<file path="src/rtl/risc16_pkg.sv">
// Shared RiSC-16 definitions: opcodes, instruction field positions and the
// immediate sign-extension helper.
package risc16_pkg;

  localparam int unsigned WORD_W   = 16;
  localparam int unsigned REG_AW   = 3;
  localparam int unsigned NUM_REGS = 8;

  localparam logic [2:0] OP_ADD  = 3'b000;
  localparam logic [2:0] OP_ADDI = 3'b001;
  localparam logic [2:0] OP_NAND = 3'b010;
  localparam logic [2:0] OP_LUI  = 3'b011;
  localparam logic [2:0] OP_SW   = 3'b100;
  localparam logic [2:0] OP_LW   = 3'b101;
  localparam logic [2:0] OP_BEQ  = 3'b110;
  localparam logic [2:0] OP_JALR = 3'b111;

  localparam int unsigned OP_MSB    = 15;
  localparam int unsigned OP_LSB    = 13;
  localparam int unsigned RA_MSB    = 12;
  localparam int unsigned RA_LSB    = 10;
  localparam int unsigned RB_MSB    = 9;
  localparam int unsigned RB_LSB    = 7;
  localparam int unsigned RC_MSB    = 2;
  localparam int unsigned RC_LSB    = 0;
  localparam int unsigned IMM7_MSB  = 6;
  localparam int unsigned IMM10_MSB = 9;

  function automatic logic [WORD_W-1:0] sext7(input logic [6:0] imm);
    return {{9{imm[6]}}, imm};
  endfunction

endpackage

</file>
<file path="src/rtl/risc16_regfile.sv">
// 8x16 register file: two asynchronous read ports, one clocked write port,
// r0 reads as zero and ignores writes.
module risc16_regfile
  import risc16_pkg::*;
(
  input  logic              clk_i,
  input  logic              rst_i,
  input  logic [REG_AW-1:0] rd1_addr_i,
  output logic [WORD_W-1:0] rd1_data_o,
  input  logic [REG_AW-1:0] rd2_addr_i,
  output logic [WORD_W-1:0] rd2_data_o,
  input  logic              wr_en_i,
  input  logic [REG_AW-1:0] wr_addr_i,
  input  logic [WORD_W-1:0] wr_data_i
);

  logic [WORD_W-1:0] reg_file [0:NUM_REGS-1];

  always_ff @(posedge clk_i or posedge rst_i) begin
    if (rst_i) begin
      for (int i = 0; i < NUM_REGS; i++) begin
        reg_file[i] <= '0;
      end
    end else if (wr_en_i && (wr_addr_i != '0)) begin
      reg_file[wr_addr_i] <= wr_data_i;
    end
  end

  assign rd1_data_o = (rd1_addr_i == '0) ? '0 : reg_file[rd1_addr_i];
  assign rd2_data_o = (rd2_addr_i == '0) ? '0 : reg_file[rd2_addr_i];

endmodule

</file>
<file path="src/rtl/risc16_core.sv">
// Single-cycle RiSC-16 datapath: decodes and executes i_inst each clock,
// updating the PC and register file on the rising edge.
module risc16_core
  import risc16_pkg::*;
(
  input  logic              i_clk,
  input  logic              i_rst,
  input  logic [WORD_W-1:0] i_inst,
  output logic [WORD_W-1:0] o_pc,
  input  logic [WORD_W-1:0] i_mem_rd_data,
  output logic [WORD_W-1:0] o_mem_wr_data,
  output logic [WORD_W-1:0] o_mem_addr,
  output logic              o_mem_wr_en
);

  logic [WORD_W-1:0] pc_q, pc_d, pc_plus1;
  logic [2:0]        op;
  logic [REG_AW-1:0] ra_idx, rb_idx, rc_idx, rd2_addr;
  logic [WORD_W-1:0] simm, rb_val, rd2_val;
  logic [9:0]        imm10;
  logic              rf_we, mem_we;
  logic [WORD_W-1:0] rf_wd;

  assign op       = i_inst[OP_MSB:OP_LSB];
  assign ra_idx   = i_inst[RA_MSB:RA_LSB];
  assign rb_idx   = i_inst[RB_MSB:RB_LSB];
  assign rc_idx   = i_inst[RC_MSB:RC_LSB];
  assign imm10    = i_inst[IMM10_MSB:0];
  assign simm     = sext7(i_inst[IMM7_MSB:0]);
  assign pc_plus1 = pc_q + 16'd1;

  // Second read port serves rC for RRR ops and rA (store data / compare) otherwise.
  assign rd2_addr = ((op == OP_ADD) || (op == OP_NAND)) ? rc_idx : ra_idx;

  risc16_regfile regfile (
    .clk_i      (i_clk),
    .rst_i      (i_rst),
    .rd1_addr_i (rb_idx),
    .rd1_data_o (rb_val),
    .rd2_addr_i (rd2_addr),
    .rd2_data_o (rd2_val),
    .wr_en_i    (rf_we),
    .wr_addr_i  (ra_idx),
    .wr_data_i  (rf_wd)
  );

  always_comb begin
    pc_d   = pc_plus1;
    rf_we  = 1'b0;
    rf_wd  = '0;
    mem_we = 1'b0;
    unique case (op)
      OP_ADD:  begin rf_we = 1'b1; rf_wd = rb_val + rd2_val;    end
      OP_ADDI: begin rf_we = 1'b1; rf_wd = rb_val + simm;       end
      OP_NAND: begin rf_we = 1'b1; rf_wd = ~(rb_val & rd2_val); end
      OP_LUI:  begin rf_we = 1'b1; rf_wd = {imm10, 6'b0};       end
      OP_SW:   mem_we = 1'b1;
      OP_LW:   begin rf_we = 1'b1; rf_wd = i_mem_rd_data;       end
      OP_BEQ:  if (rd2_val == rb_val) pc_d = pc_plus1 + simm;
      OP_JALR: begin rf_we = 1'b1; rf_wd = pc_plus1; pc_d = rb_val; end
      default: ;
    endcase
  end

  always_ff @(posedge i_clk or posedge i_rst) begin
    if (i_rst) pc_q <= '0;
    else       pc_q <= pc_d;
  end

  assign o_pc          = pc_q;
  assign o_mem_addr    = rb_val + simm;
  assign o_mem_wr_data = rd2_val;
  assign o_mem_wr_en   = mem_we & ~i_rst;

endmodule

</file>
<file path="config.mk">
export PLATFORM = sky130hd
export DESIGN_NAME = risc16_core
export DESIGN_NICKNAME = d
export VERILOG_FILES = /design/src/rtl/risc16_pkg.sv /design/src/rtl/risc16_regfile.sv /design/src/rtl/risc16_core.sv
export SDC_FILE = /design/constraint.sdc
export NUM_CORES = 1
export LEC_CHECK = 0
export ABC_AREA = 1
export CAP_MARGIN = 30
export CORE_MARGIN = 2
export CORE_UTILIZATION = 50
export CTS_BUF_LIST = sky130_fd_sc_hd__clkbuf_8
export CTS_CLUSTER_DIAMETER = 150
export DETAILED_ROUTE_END_ITERATION = 8
export PLACE_DENSITY = 0.75
export SYNTH_ARGS = -nofsm -noshare
export SYNTH_HDL_FRONTEND = slang
export SYNTH_HIERARCHICAL = 1
export SYNTH_SLANG_ARGS = --single-unit
</file>
<file path="constraint.sdc">
create_clock -name i_clk -period 4.7 [get_ports i_clk]
set_clock_uncertainty 0.2 [all_clocks]
set_input_delay 0.47 -clock i_clk [delete_from_list [all_inputs] [get_ports i_clk]]
set_output_delay 0.47 -clock i_clk [all_outputs]
set_load 0.005 [all_outputs]
</file>
==> results of run 1 <==
[worst max-delay path by stage]
| stage | end | slack [ps] | depth (start not counted) |
|---|---|---|---|
| floorplan | regfile/reg_file[0]$_DFFE_PP0P_ | 620 | 1 |
| global placement | o_pc[3]$_DFF_PP0_ | 70 | 16 |
| detailed placement | o_pc[3]$_DFF_PP0_ | 140 | 16 |
| CTS | o_mem_addr[10] | 150 | 17 |
| global route | o_mem_addr[10] | 20 | 18 |
| finish | o_mem_addr[10] | 170 | 17 |
[synth_stat cells, types with 2 or more instances]
cell	number
a21o_1	6
a21oi_1	50
a221oi_1	8
a22oi_1	5
and2_1	9
buf_1	4
buf_2	51
buf_4	19
clkbuf_1	22
clkbuf_2	2
dfrtp_1	144
fa_1	3
ha_1	49
inv_1	245
inv_2	15
mux2_2	2
nand2_1	685
nand2_2	4
nand3_1	236
nand3_2	2
nand3b_1	10
nand4_1	14
nor2_1	131
nor2_2	8
nor3_1	9
nor3_2	2
o2111ai_1	3
o211ai_1	8
o21ai_0	94
o21ai_1	49
o21bai_1	6
or2_2	4
xnor2_1	4
xor2_1	13
xor2_2	2
[cells by family (layout without fill, tap and decap cells)]
logic type / count (synthesis) / after routing / share of synthesized area, %
buffers and inverters: 358 / 448 / 12.4
XOR/XNOR: 20 / 20 / 1.65
flip-flops: 144 / 144 / 30.1
adder cells (fa/ha/maj): 52 / 52 / 5.62
AND/OR/NAND/NOR: 1120 / 1120 / 39.4
AO/OA/AOI/OAI: 233 / 233 / 10.7
multiplexers: 2 / 2 / 0.188
[routing by layer]
layer	wire length, um	vias to the layer above	track usage [%]	share of wire [%]
met5	0	-	0	0
met4	1570	0	13.0	3.9
met3	3810	105	6.97	9.4
met2	17800	628	50.0	44
met1	17300	5990	43.6	43
li1	-	6256	-	-
[stage by stage]
step / instances / util [%] / power, mW
finish: 2338 / 58.7 / 5.36
floorplan: 1929 / - / 3.38
global placement: 2307 / 57.0 / 4.30
detailed placement: 2307 / 57.0 / 4.35
CTS: 2337 / 58.6 / 5.32
global route: 2338 / 58.7 / 5.77
[state kept, by name, summed over array words and instances (netlist names)]
register / cells
regfile/reg_file: 128
o_pc: 16
[final cells by class]
class | instances | area [sq um]
clock buffer | 17 | 234
tap | 319 | 399
inverter | 260 | 978
fill | 2310 | 9700
timing repair buffer | 158 | 1490
multi-input combinational | 1427 | 6920
sequential | 144 | 3600
clock inverter | 13 | 143
[where the power goes]
part	switching (mW)	leakage, nW	internal (mW)
logic	1.67	5.30	1.03
clock network	0.498	0.187	0.467
registers	0.185	1.87	1.52
[what timing repair did]
action,4_1_cts,5_1_grt
buffers inserted,0,0
setup endpoints to repair,0,3
gates resized for setup,0,1
==> flow_summary.json, run 1 <==
{
  "status": "finished clean",
  "place.gp.congestion": 1.03,
  "setup_tns_ps": 0,
  "syn_nets": 2015,
  "numCtsBuffers": 17,
  "cts_hold_buf": 0,
  "finalCriticalPeriod_ps": 4530,
  "finalSetupViolations": 0,
  "critPathRequiredTime_ps": 4030,
  "arrival_ps": 3860,
  "hold_start": "regfile/reg_file[112]$_DFFE_PP0P_",
  "syn_area_sq_um": 12000,
  "grt_pass1_vias": 12085,
  "layout_common_cells": "nand2_1 (685), inv_1 (246), nand3_1 (236), dfrtp_1 (144), nor2_1 (130)",
  "fmax_mhz": 221,
  "yosysSeqAreaShare_pct": 30.1,
  "antenna_found_initial": 0,
  "yosys_warnings": 6,
  "core-area_sq_um": 23500,
  "synthFlopType": "dfrtp_1",
  "setup.worst_path.end_class": "output port",
  "max_cap_violations": 0,
  "clk_path_buf_depth": 2,
  "worstMarginPinSlew_ps": 788,
  "timing.rr.start": "regfile/reg_file[63]$_DFFE_PP0P_",
  "drive_above_1_share_pct": 7.63,
  "ys_ff_latch": 144,
  "final_common_cell": "nand2_1",
  "num_vias": 12979,
  "avgSynthCellArea_sq_um": 6.21,
  "rows": 56,
  "hold_depth": 0,
  "cp_cell_sequence": "clkdlybuf4s50_1 -> inv_2 -> nand2_1 -> buf_4 -> nand2_1 -> nor2_1 -> inv_1 -> fa_1 -> inv_1 -> nand3_1 -> nand2_1 -> nand2_1 -> o21bai_2 -> nand2_1 -> nand3b_1 -> and2_1 -> clkdlybuf4s50_1",
  "synthCells": 1929,
  "wirelength_um": 40500,
  "final_max_slew_viol_count": 0,
  "cp_slowest_stage_delay_ps": 630,
  "postRouteAntennaNets": 0,
  "io_pins": 83,
  "async_flop_share_pct": 100,
  "postPlaceCellArea_sq_um": 13400,
  "fin_hold_ws_ps": 181,
  "htree_levels": 4,
  "synth_area_leader_cell": "dfrtp_1",
  "cts_sinks": 144,
  "crit_fanout": 5,
  "layout_setup_ws_ps": 173,
  "grt_use_total_pct": 32.2,
  "critPathBufInv": 6,
  "synth.distinct_cells": 46,
  "drtIter0Drc": 1461,
  "cts_tree": "yes",
  "synth-edff-count": 0,
  "cp_top_family": "buffers and inverters",
  "remaining_drc_errors": 0,
  "firstDrtPassIters": 6,
  "clk_pin_slew_worst_paths_ps": 70,
  "portBuffers": 82,
  "dp_hpwl_um": 30100,
  "r2r_slack_ps": 1320,
  "grt_pass1_wl_um": 64600,
  "overflow": 0,
  "peakVddDrop_uv": 241,
  "viasPerCell": 5.55,
  "power.density_nw_per_um2": 390,
  "cp-start-kind": "input port",
  "post-route-period-util_pct": 96.3,
  "worst_path_max_delay_cell": "clkdlybuf4s50_1",
  "hp-class": "reg2reg",
  "setup.worst_path.class": "in2out",
  "diodes": 0,
  "start_util_pct": 51.1,
  "die_y_um": 159,
  "dieArea_sq_um": 25200,
  "cp_common_cell": "nand2_1",
  "crit_path_start": "i_inst[8]",
  "hold_viol": 0,
  "rr_worst_depth": 17,
  "timing.rr.end": "o_pc[13]$_DFF_PP0_",
  "clk-insertion-delay-late_ps": 460,
  "total_leakage_power_nw": 7.35,
  "synth.area.top_cells": "dfrtp_1 (30%), nand2_1 (21%), nand3_1 (9.9%), inv_1 (7.7%), ha_1 (5.1%)",
  "grt_max_degree": 70,
  "finalInstanceArea_sq_um": 13800,
  "post-place-ws_ps": 143,
  "rsz0062_at_grt": "no",
  "post_drt_wl_per_cell_um": 17.3,
  "synthToLayoutAreaGrowth_pct": 14.9,
  "die_x_um": 159,
  "root_buffer": "clkbuf_8",
  "holdPathEnd": "regfile/reg_file[112]$_DFFE_PP0P_",
  "synth_top_area_share_pct": 30.1,
  "max_slew_margin_pct": 47.4,
  "num-nets-final": 2094
}
Power figures use the tool's default switching activity.
==> inputs of run 2 (changes only) <==
--- a/config.mk
+++ b/config.mk
@@ -5,14 +5,13 @@
 export SDC_FILE = /design/constraint.sdc
 export NUM_CORES = 1
 export LEC_CHECK = 0
-export ABC_AREA = 1
 export CAP_MARGIN = 30
 export CORE_MARGIN = 2
 export CORE_UTILIZATION = 50
 export CTS_BUF_LIST = sky130_fd_sc_hd__clkbuf_8
 export CTS_CLUSTER_DIAMETER = 150
 export DETAILED_ROUTE_END_ITERATION = 8
-export PLACE_DENSITY = 0.75
+export PLACE_DENSITY = 0.76
 export SYNTH_ARGS = -nofsm -noshare
 export SYNTH_HDL_FRONTEND = slang
 export SYNTH_HIERARCHICAL = 1
==> flow_summary.json, run 2 <==
{
  "status": "finished clean",
  "finalInstanceArea_sq_um": 13200,
  "overflow": 0,
  "synth_top_area_share_pct": 31.3,
  "root_buffer": "clkbuf_8",
  "setup_tns_ps": 0,
  "firstDrtPassIters": 5,
  "rsz0062_at_grt": "yes",
  "async_flop_share_pct": 100,
  "drive_above_1_share_pct": 35.6,
  "finalSetupViolations": 0,
  "layout_common_cells": "buf_4 (200), dfrtp_1 (128), mux2_2 (123), clkdlybuf4s50_1 (77), mux2i_1 (72)",
  "final_common_cell": "buf_4",
  "total_leakage_power_nw": 6.02,
  "diodes": 0,
  "hold_viol": 0,
  "power.density_nw_per_um2": 526,
  "seq_area_sq_um": 3200,
  "clk-insertion-delay-late_ps": 470,
  "final_max_slew_viol_count": 0,
  "remaining_drc_errors": 0,
  "place.gp.congestion": 0.993,
  "start_util_pct": 50.7,
  "dp_cells": 1467,
  "drtIter0Drc": 993,
  "portBuffers": 82,
  "num_vias": 9702,
  "post_drt_wl_per_cell_um": 22.8,
  "die_y_um": 147,
  "fmax_mhz": 216,
  "synthFlopType": "dfrtp_1",
  "setup.worst_path.end_class": "output port",
  "viasPerCell": 6.45,
  "worstMarginPinSlew_ps": 1110,
  "multi_input_area_sq_um": 6800,
  "wirelength_um": 34300,
  "clk_pin_slew_worst_paths_ps": 90,
  "htree_levels": 4,
  "arrival_ps": 3970,
  "dieArea_sq_um": 21600,
  "critPathRequiredTime_ps": 4030,
  "crit_fanout": 9,
  "die_x_um": 147,
  "cp-start-kind": "input port",
  "synth.area.top_cells": "dfrtp_1 (31%), mux2_2 (14%), mux2i_1 (7.1%), ha_1 (6.0%), a221oi_1 (5.9%)",
  "core-area_sq_um": 20200,
  "grt_pass1_wl_um": 52600,
  "finalCriticalPeriod_ps": 4640,
  "cts_tree": "yes",
  "timing.rr.end": "regfile/reg_file[110]$_DFFE_PP0P_",
  "rows": 52,
  "grt_max_degree": 72,
  "grt_pass1_vias": 9679,
  "grt_use_total_pct": 31.1,
  "hp-class": "in2async",
  "syn_nets": 1067,
  "largest_reg_flops": 112,
  "synth_area_leader_cell": "dfrtp_1",
  "yosys_warnings": 6,
  "synthToLayoutAreaGrowth_pct": 29.3,
  "postPlaceCellArea_sq_um": 12500,
  "syn_area_sq_um": 10200,
  "synthTopCellsByCount": "dfrtp_1 (128), mux2_2 (127), mux2i_1 (72)",
  "cts_sinks": 128,
  "postRouteAntennaNets": 0,
  "setup.worst_path.class": "in2out",
  "max_cap_violations": 0,
  "layoutNonFillerInstCount": 1505,
  "ys_ff_latch": 128,
  "post-route-util_pct": 65.5,
  "synthCells": 981,
  "yosysMostFrequentCell": "dfrtp_1",
  "numCtsBuffers": 17,
  "antenna_found_initial": 0,
  "avgSynthCellArea_sq_um": 10.4,
  "cts_hold_buf": 0,
  "max_slew_margin_pct": 25.5,
  "crit_path_start": "i_inst[9]",
  "yosysSeqAreaShare_pct": 31.3,
  "r2r_slack_ps": 490,
  "timing.rr.start": "regfile/reg_file[64]$_DFFE_PP0P_",
  "dp_hpwl_um": 24600,
  "clk_path_buf_depth": 2,
  "synth-edff-count": 0,
  "fill_cells": 1518,
  "num-nets-final": 1308,
  "regMostFlops": "regfile/reg_file",
  "io_pins": 83,
  "post-route-period-util_pct": 98.7,
  "rr_worst_depth": 15,
  "synth.distinct_cells": 79,
  "peakVddDrop_uv": 244
}
## run 2: layer usage
| metal | wire length [um] | track usage, % | part of all wire [%] | vias to the layer above |
|---|---|---|---|---|
| met5 | 0 | 0 | 0 | - |
| met4 | 1410 | 14.9 | 4.1 | 0 |
| met3 | 3140 | 5.71 | 9.2 | 105 |
| met2 | 16300 | 50.8 | 48 | 576 |
| met1 | 13500 | 40.0 | 39 | 4744 |
| li1 | - | - | - | 4277 |
## run 2: kinds of logic after synthesis
kind of cell	after synthesis	share of synthesized area [%]
AOI/OAI and AO/OA	261	19.0
muxes	221	24.2
and+or+nand+nor	186	10.0
DFF	128	31.3
buffers and inverters	85	4.74
adders and majority gates	52	6.59
xor gates and xnor gates	48	4.11
## run 2: how the worst max path moves through the flow
stage | end | cells after the start | slack (ps)
after floorplan | regfile/reg_file[110]$_DFFE_PP0P_ | 18 | 10
after global placement | regfile/reg_file[108]$_DFFE_PP0P_ | 21 | -730
after detailed placement | regfile/reg_file[28]$_DFFE_PP0P_ | 21 | -760
after CTS | o_mem_addr[15] | 14 | -9
after global routing | o_mem_addr[15] | 15 | -110
final | o_mem_addr[15] | 15 | 60
## run 2: where the power goes
group | internal (mW) | switching, mW
Combinational | 2.13 | 1.88
Clock | 0.487 | 0.534
Sequential | 1.53 | 0.397
## run 2: final cells by class
type                       count  share of cell area [%]
multi-input combinational    768                    51.5
sequential                   128                    24.2
timing repair buffer         286                    18.1
tap                          270                    2.56
clock buffer                  17                    1.77
clock inverter                15                    1.30
inverter                      21                   0.615
## run 2: per-stage QoR
step / setup slack [ps] / power, mW / hold WS (ps)
5_1_grt: -110 / 7.33 / 278
3_3_place_gp: -726 / 5.52 / 299
6_report: 61.2 / 6.96 / 254
4_1_cts: -9.11 / 6.78 / 253
2_1_floorplan: 14.9 / 4.05 / 189
3_5_place_dp: -756 / 5.65 / 314
## run 2: critical path: stages
cell and delay, ps:
dlygate4sd2_1 320, and2_2 280, buf_4 210, a221oi_1 320
buf_4 190, ha_1 240, a21o_1 170, a21o_1 180
a21oi_2 150, o31ai_2 100, a41oi_4 230, o21ai_4 100
a2111oi_2 340, or4b_1 160, clkdlybuf4s50_1 500
## run 2: timing repair
action,4_1_cts,5_1_grt
cloned,0,0
gates resized for setup,35,27
pin swaps,4,11
setup buffers,0,6
setup endpoints to repair,32,45
